## src/rtl/nes_pkg.sv

```systemverilog
// Constants and types shared by the NES controller reader (Pong) and the
// console-side responder.
package nes_pkg;

    localparam int NES_BTN_A      = 0;
    localparam int NES_BTN_B      = 1;
    localparam int NES_BTN_SELECT = 2;
    localparam int NES_BTN_START  = 3;
    localparam int NES_BTN_UP     = 4;
    localparam int NES_BTN_DOWN   = 5;
    localparam int NES_BTN_LEFT   = 6;
    localparam int NES_BTN_RIGHT  = 7;

    localparam int NES_FRAME_BITS = 8;

    typedef enum logic [1:0] {
        IDLE  = 2'd0,
        LOAD  = 2'd1,
        SHIFT = 2'd2,
        DONE  = 2'd3
    } nes_state_e;

    typedef struct packed {
        logic nes_data;
        logic busy;
        logic frame_done;
    } nes_out_t;

endpackage

```

## src/rtl/nes_input_sync.sv

```systemverilog
// Multi-flop synchronizer for an asynchronous pin plus a rising-edge detector
// taken from the last stage and one extra registered copy.
module nes_input_sync #(
    parameter int STAGES = 2
) (
    input  logic clk,
    input  logic reset_n,
    input  logic d,
    output logic level,
    output logic rise
);
    // Depth below 2 gives no metastability protection, so clamp it.
    localparam int N = (STAGES < 2) ? 2 : STAGES;

    logic [N-1:0] sync_q;
    logic         prev_q;

    always_ff @(posedge clk or negedge reset_n) begin
        if (!reset_n) begin
            sync_q <= '0;
            prev_q <= 1'b0;
        end else begin
            sync_q <= {sync_q[N-2:0], d};
            prev_q <= sync_q[N-1];
        end
    end

    assign level = sync_q[N-1];
    assign rise  = sync_q[N-1] & ~prev_q;

endmodule

```

## src/rtl/nes_controller_responder.sv

```systemverilog
// Emulates the 4021 shift register inside an NES pad: latches the button
// state on the latch strobe and shifts it out, active-low, on the reader clock.
module nes_controller_responder
    import nes_pkg::*;
#(
    parameter int SYNC_STAGES = 2
) (
    input  logic       clk,
    input  logic       reset_n,
    input  logic       nes_latch,
    input  logic       nes_clk,
    input  logic [7:0] buttons,
    output logic       nes_data,
    output logic       busy,
    output logic       frame_done,
    output logic [7:0] poll_count
);
    logic latch_lvl, latch_rise;
    logic clk_lvl, clk_rise;

    nes_input_sync #(.STAGES(SYNC_STAGES)) u_latch_sync (
        .clk     (clk),
        .reset_n (reset_n),
        .d       (nes_latch),
        .level   (latch_lvl),
        .rise    (latch_rise)
    );

    nes_input_sync #(.STAGES(SYNC_STAGES)) u_clk_sync (
        .clk     (clk),
        .reset_n (reset_n),
        .d       (nes_clk),
        .level   (clk_lvl),
        .rise    (clk_rise)
    );

    nes_state_e state, state_n;
    logic [7:0] shift_reg, shift_n;
    logic [3:0] bit_cnt, cnt_n;
    nes_out_t   out_q, out_n;

    always_ff @(posedge clk or negedge reset_n) begin
        if (!reset_n) begin
            state      <= IDLE;
            shift_reg  <= 8'hFF;
            bit_cnt    <= '0;
            out_q      <= '{nes_data: 1'b1, busy: 1'b0, frame_done: 1'b0};
            poll_count <= '0;
        end else begin
            state     <= state_n;
            shift_reg <= shift_n;
            bit_cnt   <= cnt_n;
            out_q     <= out_n;
            if (latch_rise)
                poll_count <= poll_count + 8'd1;
        end
    end

    always_comb begin
        state_n = state;
        shift_n = shift_reg;
        cnt_n   = bit_cnt;
        out_n   = '{nes_data: 1'b1, busy: 1'b0, frame_done: 1'b0};

        // A latch edge aborts whatever is in flight and beats a same-cycle clock edge.
        if (latch_rise) begin
            state_n = LOAD;
            shift_n = ~buttons;
            cnt_n   = '0;
        end else begin
            case (state)
                LOAD: begin
                    if (latch_lvl) begin
                        shift_n = ~buttons;
                        cnt_n   = '0;
                    end else begin
                        state_n = SHIFT;
                    end
                end
                SHIFT: begin
                    if (clk_rise) begin
                        shift_n = {1'b0, shift_reg[7:1]};
                        cnt_n   = bit_cnt + 4'd1;
                        if (cnt_n == 4'(NES_FRAME_BITS)) begin
                            state_n          = DONE;
                            out_n.frame_done = 1'b1;
                        end
                    end
                end
                default: ;
            endcase
        end

        out_n.busy = (state_n == LOAD) || (state_n == SHIFT);
        case (state_n)
            IDLE:    out_n.nes_data = 1'b1;
            DONE:    out_n.nes_data = 1'b0;
            default: out_n.nes_data = shift_n[NES_BTN_A];
        endcase
    end

    assign nes_data   = out_q.nes_data;
    assign busy       = out_q.busy;
    assign frame_done = out_q.frame_done;

    // The clock level is only needed for edge detection.
    logic unused_ok;
    assign unused_ok = clk_lvl;

endmodule

```

## config.mk

```make
export PLATFORM = sky130hd
export DESIGN_NAME = nes_controller_responder
export DESIGN_NICKNAME = d
export VERILOG_FILES = /design/src/rtl/nes_pkg.sv /design/src/rtl/nes_input_sync.sv /design/src/rtl/nes_controller_responder.sv
export SDC_FILE = /design/constraint.sdc
export NUM_CORES = 1
export LEC_CHECK = 0
export CELL_PAD_IN_SITES_DETAIL_PLACEMENT = 0
export CELL_PAD_IN_SITES_GLOBAL_PLACEMENT = 1
export CORE_UTILIZATION = 30
export CTS_CLUSTER_DIAMETER = 120
export DETAILED_ROUTE_END_ITERATION = 16
export DONT_BUFFER_PORTS = 1
export MAX_ROUTING_LAYER = met4
export PLACE_DENSITY_LB_ADDON = 0.05
export RECOVER_POWER = 50
export SYNTH_ARGS = -nofsm -noshare
export SYNTH_HDL_FRONTEND = slang
export SYNTH_SLANG_ARGS = --single-unit
```

## constraint.sdc

```tcl
create_clock -name clk -period 2.3 [get_ports clk]
set_input_delay 0.46 -clock clk [delete_from_list [all_inputs] [get_ports clk]]
set_output_delay 0.46 -clock clk [all_outputs]
set_load 0.05 [all_outputs]
```

# ---- Word-level counts from Yosys, hierarchy flattened
# Index checks and enable logic that the tools add are counted.
dict set report op_classes {
  n_reduce_logical 4
  n_eq_ne 8
  addsub 2
  n_bitwise 5
  muxes 18
}
# operator count
set ops {}
lappend ops {{8-bit 2-to-1 mux} 3}
lappend ops {{8-bit case mux with 2 select lines} 1}
lappend ops {{4-bit 2-to-1 mux} 3}
lappend ops {{8-bit by 1-bit adder with 8-bit output, second input constant} 1}
lappend ops {{2-bit 2-to-1 mux} 4}
lappend ops {{8-bit inverter} 1}
lappend ops {{4-bit case mux with 2 select lines} 1}
lappend ops {{2-bit equality test, second input constant} 3}
lappend ops {{4-bit by 1-bit adder with 4-bit output, second input constant} 1}
lappend ops {{2-bit by 1-bit equality test with 1-bit output, second input constant} 2}
lappend ops {{4-bit equality test, second input constant} 1}
lappend ops {{1-bit 2-to-1 mux} 4}
lappend ops {{2-bit case mux with 2 select lines} 1}
lappend ops {{3-bit by 2-bit inequality test with 1-bit output, second input constant} 1}
lappend ops {{3-bit inequality test, second input constant} 1}
lappend ops {{3-bit AND reduction} 1}
lappend ops {{3-bit nonzero test} 1}
lappend ops {{1-bit AND} 2}
lappend ops {{2-bit logical NOT} 1}
lappend ops {{1-bit inverter} 2}
lappend ops {{1-bit case mux with 2 select lines} 1}
lappend ops {{1-bit logical OR} 1}
dict set report word_totals {
  regBits 31
  in_bits 12
}

# ---- Depth between registers and ports, before layout
# Gate-level depths: netlist of the first run.
dict set report depth {
  word_depth 8
  ltp_mapped 9
  ltp_nobuf 8
}

# ---- Cells and area by module
# From an unflattened synthesis of the first run, not the netlist that was laid out.
dict set report unflattened {
  hier_cells 136
  hier_area_um2 1521.5
}
# mod instances seq_area_each_um2 cells_per_inst area_each_um2
set by_module_without_submodules {}
lappend by_module_without_submodules {nes_controller_responder 1 636.9 128 1343.8}
lappend by_module_without_submodules {nes_input_sync 2 75.1 4 88.8}

# ---- Worst setup path before layout of the first run
# Ideal clock, no wire load.
dict set report synth_path {
  kind {register to register}
  from {register state[0]}
  to {register out_q, in the netlist nes_data}
  slack_ps 125
  n_path_buf 2
  stages_incl_launch_ff 10
  setup_time_ps 82
  arrival_time_ps 2093
  path_cell_list {dfrtp_1 -> inv_1 -> ha_1 -> and3b_1 -> buf_2 -> buf_2 -> nand4_1 -> o22a_1 -> ha_1 -> mux2_2}
}
# element line_no
set synth_rtl {}
lappend synth_rtl {{start: declaration} nes_controller_responder.sv:37} ;# nes_state_e state, state_n;
lappend synth_rtl {{start signal: assignment} nes_controller_responder.sv:50} ;# state <= state_n;
lappend synth_rtl {{end signal: assignment} nes_controller_responder.sv:47} ;# out_q <= '{nes_data: 1'b1, busy: 1'b0, frame_done: 1'b0};
lappend synth_rtl {{end signal: assignment} nes_controller_responder.sv:53} ;# out_q <= out_n;
lappend synth_rtl {{end: declaration} nes_controller_responder.sv:40} ;# nes_out_t out_q, out_n;

==> results of run 1 <==
[stage by stage]
stage	cell area, sq um	cells	power [mW]
2_1_floorplan	1480	136	1.47
3_3_place_gp	1620	208	1.66
3_5_place_dp	1620	208	1.67
4_1_cts	1710	217	2.09
5_1_grt	1700	218	2.20
6_report	1700	218	2.05
[where the power goes]
group          total [mW]  internal (mW)  switching [mW]
clock network       0.408          0.212           0.196
logic               0.670          0.293           0.377
registers           0.969          0.715           0.254
[critical path: cells and delay by family, from the launching register on]
kind | cells | cell delay [ns]
AOI/OAI and AO/OA | 1 | 0.29
adders and majority gates | 2 | 0.76
buffers and inverters | 1 | 0.07
DFF | 1 | 0.37
muxes | 1 | 0.33
and+or+nand+nor | 1 | 0.09
[placed cells by master, fill, tap and decap left out, drive strengths merged, types with 2 or more instances in the layout]
master and n:
inv 6, dfrtp 22, a32o 6, dfstp 9, a221o 2, clkbuf 11, nor2 4, o21ai 4
a21o 7, and2 2, ha 6, xnor2 7, nand2b 4, nand2 16, dlygate4sd3 2, nand4 4
a21oi 2, buf 6, mux2 2, nor3 2, nand3 12
[path summary, 6_finish.rpt]
check	depth (start not counted)	end	from
min	0	shift_reg[0]	reset_n
max reg2reg	6	nes_data	state[0]
min in group clk	0	u_latch_sync.sync_q[0]	nes_latch
max	6	nes_data	state[0]
min reg2reg	0	u_clk_sync.sync_q[1]	u_clk_sync.sync_q[0]
max in group asynchronous	1	bit_cnt[1]	reset_n
[repair_timing]
action,in CTS,in global routing
setup buffers,0,0
endpoints found under the hold margin,22,3
hold buffers,1,1
[cell type report]
cell class                 count  area [sq um]
fill                         507          3020
sequential                    31           787
multi-input combinational     94           647
tap                           67          83.8
timing repair buffer          12          80.1
clock buffer                   7          76.3
inverter                       6          22.5
clock inverter                 1          5.00
[kinds of logic (layout without fill, tap and decap cells)]
group / after synthesis / after routing / synth area share [%]
simple gates: 49 / 49 / 16.8
flops: 31 / 31 / 53.2
compound gates: 29 / 29 / 15.7
buf+inv: 11 / 26 / 3.04
xor+xnor: 8 / 8 / 4.74
fa+ha+maj: 6 / 6 / 5.08
mux: 2 / 2 / 1.52
[per-layer routing]
layer  global-route usage (%)  vias to the layer above  wire [um]
met5                        -                        -          0
met4                     5.88                        0         50
met3                     4.17                        7        126
met2                     20.8                       23       1490
met1                     18.3                      529       1620
li1                         -                      521          -
==> results.json, run 1 <==
{
  "powerDensity_nw_per_um2": 1200,
  "gp_congestion": 0.732,
  "ys_warn_count": 0,
  "cts-root-buf": "clkbuf_8",
  "initial_core_util_pct": 31.3,
  "status": "finished, final reports clean",
  "endpoint_kind": "register",
  "p_leak_nw": 0.752,
  "synth_top_area_share_pct": 37.2,
  "gr-total-overflow": 0,
  "antenna_found_initial": 0,
  "dr.pass1.iters": 4,
  "rsz0062_at_grt": "false",
  "wl_per_cell_um": 15.1,
  "port_buffers": 0,
  "cp_slowest_cell": "ha_1",
  "grt_pass1_wl_um": 5300,
  "crit_path_start_kind": "register",
  "clk_pin_slew_ns": 0.06,
  "dpl_worst_slack_ns": 0.317,
  "cts_buffer_depth": 2,
  "path_common_cell": "ha_1",
  "min_period_ns": 1.97,
  "area_delta_synth_final_pct": 15.1,
  "drc_errors": 0,
  "netlist_instances": 136,
  "die_x_um": 72.2,
  "syn-num-nets": 154,
  "synth_ff_type": "dfrtp_1",
  "num_antenna_cells": 0,
  "dp_hpwl_um": 2230,
  "drt_iter0_markers": 50,
  "maxCapViolations": 0,
  "ys_seq_area_share_pct": 53.2,
  "dieHeight_um": 72.2,
  "io_pins": 23,
  "syn_area_sq_um": 1480,
  "grtUsageTotal_pct": 14.2,
  "critPathArrivalTime_ns": 2.18,
  "h-tree-depth": 2,
  "synth_seq_cells": 31,
  "hp-class": "input pin to asynchronous set/reset pin",
  "placeableCoreArea_sq_um": 4720,
  "grt_max_degree": 23,
  "setup_ws_ns": 0.328,
  "finalCritPeriodShare_pct": 85.7,
  "synth_largest_area_cell": "dfrtp_1",
  "clkLatencyLatePin_ns": 0.28,
  "drv_slew": 0,
  "max_slew_margin_pct": 32.0,
  "avgSynthCellArea_sq_um": 10.9,
  "synth_commonest_cells": "22 x dfrtp_1, 16 x nand2_1, 12 x nand3_1",
  "postRouteWirelength_um": 3280,
  "first_global_vias": 1079,
  "rows": 25,
  "final-setup-viol-count": 0,
  "setup_tns_ns": 0,
  "cpPeakStageDelay_ns": 0.46,
  "synth_edf_count": 0,
  "path_cells": "inv_1 -> ha_1 -> nor3_1 -> a221o_1 -> ha_1 -> mux2_2",
  "ys_types": 37,
  "hold_ws_ns": 0.0221,
  "post_cts_resized": 0,
  "async_flop_share_pct": 100,
  "vias": 1080,
  "tightest_slew_ns": 1.02,
  "crit_fanout": 10,
  "path_class": "register to register",
  "hold_viol": 0,
  "numCtsBuffers": 5,
  "synth_most_common_cell": "dfrtp_1",
  "final_net_count": 168,
  "dieArea_sq_um": 5210,
  "ant_nets": 0,
  "regToRegSetupSlack_ns": 0.33,
  "fin_skew_ns": 0.00718,
  "layout-drive-gt1-share_pct": 15.9,
  "cts_tree": "built",
  "synthTopCellsByArea": "dfrtp_1 37%, dfstp_2 16%, ha_1 5.1%, xnor2_1 4.1%, a32o_1 4.1%",
  "fmax_ghz": 0.507,
  "utilization_pct": 36.0,
  "cts_sinks": 31,
  "ir_drop_mv": 0.395,
  "vias_per_cell": 4.95,
  "cp.required_ns": 2.51
}
No activity file was read; power rests on OpenSTA's default activity.
==> run 2, diff against run 1 <==
--- a/config.mk
+++ b/config.mk
@@ -7,7 +7,7 @@
 export LEC_CHECK = 0
 export CELL_PAD_IN_SITES_DETAIL_PLACEMENT = 0
 export CELL_PAD_IN_SITES_GLOBAL_PLACEMENT = 1
-export CORE_UTILIZATION = 30
+export CORE_UTILIZATION = 43
 export CTS_CLUSTER_DIAMETER = 120
 export DETAILED_ROUTE_END_ITERATION = 16
 export DONT_BUFFER_PORTS = 1
==> results.json, run 2 (synthesis gave the netlist of run 1 again) <==
{
  "gp_congestion": 0.842,
  "postRouteWirelength_um": 2860,
  "dr.pass1.iters": 5,
  "hp-class": "input pin to register",
  "hp-start": "nes_latch",
  "final_net_count": 166,
  "hold_viol": 0,
  "cp_top_family": "adder cells",
  "drt_iter0_markers": 71,
  "path_cells": "inv_1 -> ha_1 -> nor3_1 -> a221o_1 -> ha_1 -> mux2_2",
  "vias_per_cell": 5.56,
  "max_slew_margin_pct": 10.5,
  "regToRegSetupSlack_ns": 0.26,
  "drv_slew": 0,
  "finalCritPeriodShare_pct": 88.9,
  "reg2reg_depth": 6,
  "antenna_found_initial": 0,
  "clk_pin_slew_ns": 0.09,
  "post_cts_resized": 0,
  "dieHeight_um": 60.6,
  "cts_buffer_depth": 2,
  "critPathArrivalTime_ns": 2.31,
  "grt_max_degree": 32,
  "dp_cells": 183,
  "h-tree-depth": 2,
  "gr-total-overflow": 0,
  "cts_sinks": 31,
  "cpPeakStageDelay_ns": 0.46,
  "num_antenna_cells": 0,
  "final-setup-viol-count": 0,
  "path_class": "register to register",
  "cts-root-buf": "clkbuf_4",
  "fin_skew_ns": 0.0111,
  "hold_depth": 0,
  "r2r-end": "nes_data",
  "grtUsageTotal_pct": 18.6,
  "tightest_slew_ns": 1.34,
  "rsz0062_at_grt": "false",
  "status": "finished, final reports clean",
  "cts_tree": "built",
  "vias": 1073,
  "dieArea_sq_um": 3680,
  "port_buffers": 0,
  "final_common_cell": "dfrtp_1",
  "numCtsBuffers": 5,
  "layout-drive-gt1-share_pct": 18.8,
  "powerDensity_nw_per_um2": 1190,
  "postCtsSetupBuffers": 0,
  "die_x_um": 60.6,
  "dp_hpwl_um": 2020,
  "worstReg2RegStart": "state[0]",
  "fin_cells": 193,
  "ir_drop_mv": 0.463,
  "fmax_ghz": 0.489,
  "area_delta_synth_final_pct": 11.8,
  "critPathBufInv": 1,
  "crit_path_start_kind": "register",
  "drc_errors": 0,
  "grt_pass1_wl_um": 4750,
  "first_global_vias": 1063,
  "io_pins": 23,
  "wl_per_cell_um": 14.8,
  "cp_slowest_cell": "ha_1",
  "placeableCoreArea_sq_um": 3150,
  "setup_tns_ns": 0,
  "ant_nets": 0,
  "cts_hold_buf": 2,
  "p_leak_nw": 0.760,
  "maxCapViolations": 0,
  "path_common_cell": "ha_1",
  "endpoint_kind": "register",
  "min_period_ns": 2.04,
  "rows": 20,
  "min_to": "u_latch_sync.sync_q[0]",
  "crit_fanout": 10,
  "layout_common_cells": "22 x dfrtp_1, 16 x nand2_1, 12 x nand3_1, 9 x dfstp_2, 8 x buf_4",
  "cp.required_ns": 2.56,
  "clkLatencyLatePin_ns": 0.33,
  "initial_core_util_pct": 46.9
}
-- run 2: metrics by stage --
stage               setup slack (ns)  hold slack, ns  util, %  instance area, sq um  power (mW)
finish                         0.255           0.146     52.5                  1650        1.97
global route                   0.113           0.116     52.5                  1650        2.10
CTS                            0.262           0.130     52.7                  1660        1.99
detailed placement             0.288           0.165     49.8                  1570        1.64
global placement               0.307           0.165     49.8                  1570        1.61
floorplan                      0.125           0.164        -                  1480        1.47
-- run 2: final cells by class --
cell class,count,area [sq um]
inverter,6,22.5
multi-input combinational,94,647
sequential,31,787
timing repair buffer,10,82.6
clock buffer,7,55.1
fill,303,1500
tap,44,55.1
clock inverter,1,5.00
-- run 2: per-layer routing --
| metal | GRT usage, % | vias to the layer above | part of all wire, % |
|---|---|---|---|
| met5 | - | - | 0 |
| met4 | 7.79 | 0 | 1.6 |
| met3 | 6.18 | 5 | 4.4 |
| met2 | 28.7 | 23 | 47 |
| met1 | 22.3 | 532 | 47 |
| li1 | - | 513 | - |
-- run 2: how the worst max path moves through the flow --
stage	cells past startpoint	start	endpoint	slack, ns
after global placement	6	state[0]	nes_data	0.31
final	6	state[0]	nes_data	0.26
after CTS	6	state[0]	nes_data	0.26
after floorplan	9	state[0]	nes_data	0.12
after detailed placement	7	state[0]	shift_reg[5]	0.29
after global routing	7	state[0]	shift_reg[5]	0.11
-- run 2: report_power, final --
part	internal, mW	switching, mW
Sequential	0.716	0.253
Clock	0.148	0.185
Combinational	0.294	0.375
==> run 3, diff against run 2 <==
--- a/config.mk
+++ b/config.mk
@@ -11,6 +11,7 @@
 export CTS_CLUSTER_DIAMETER = 120
 export DETAILED_ROUTE_END_ITERATION = 16
 export DONT_BUFFER_PORTS = 1
+export GPL_ROUTABILITY_DRIVEN = 0
 export MAX_ROUTING_LAYER = met4
 export PLACE_DENSITY_LB_ADDON = 0.05
 export RECOVER_POWER = 50
==> results of run 3 <==
The final DEF is identical to that of run 2; final timing and power are the same.
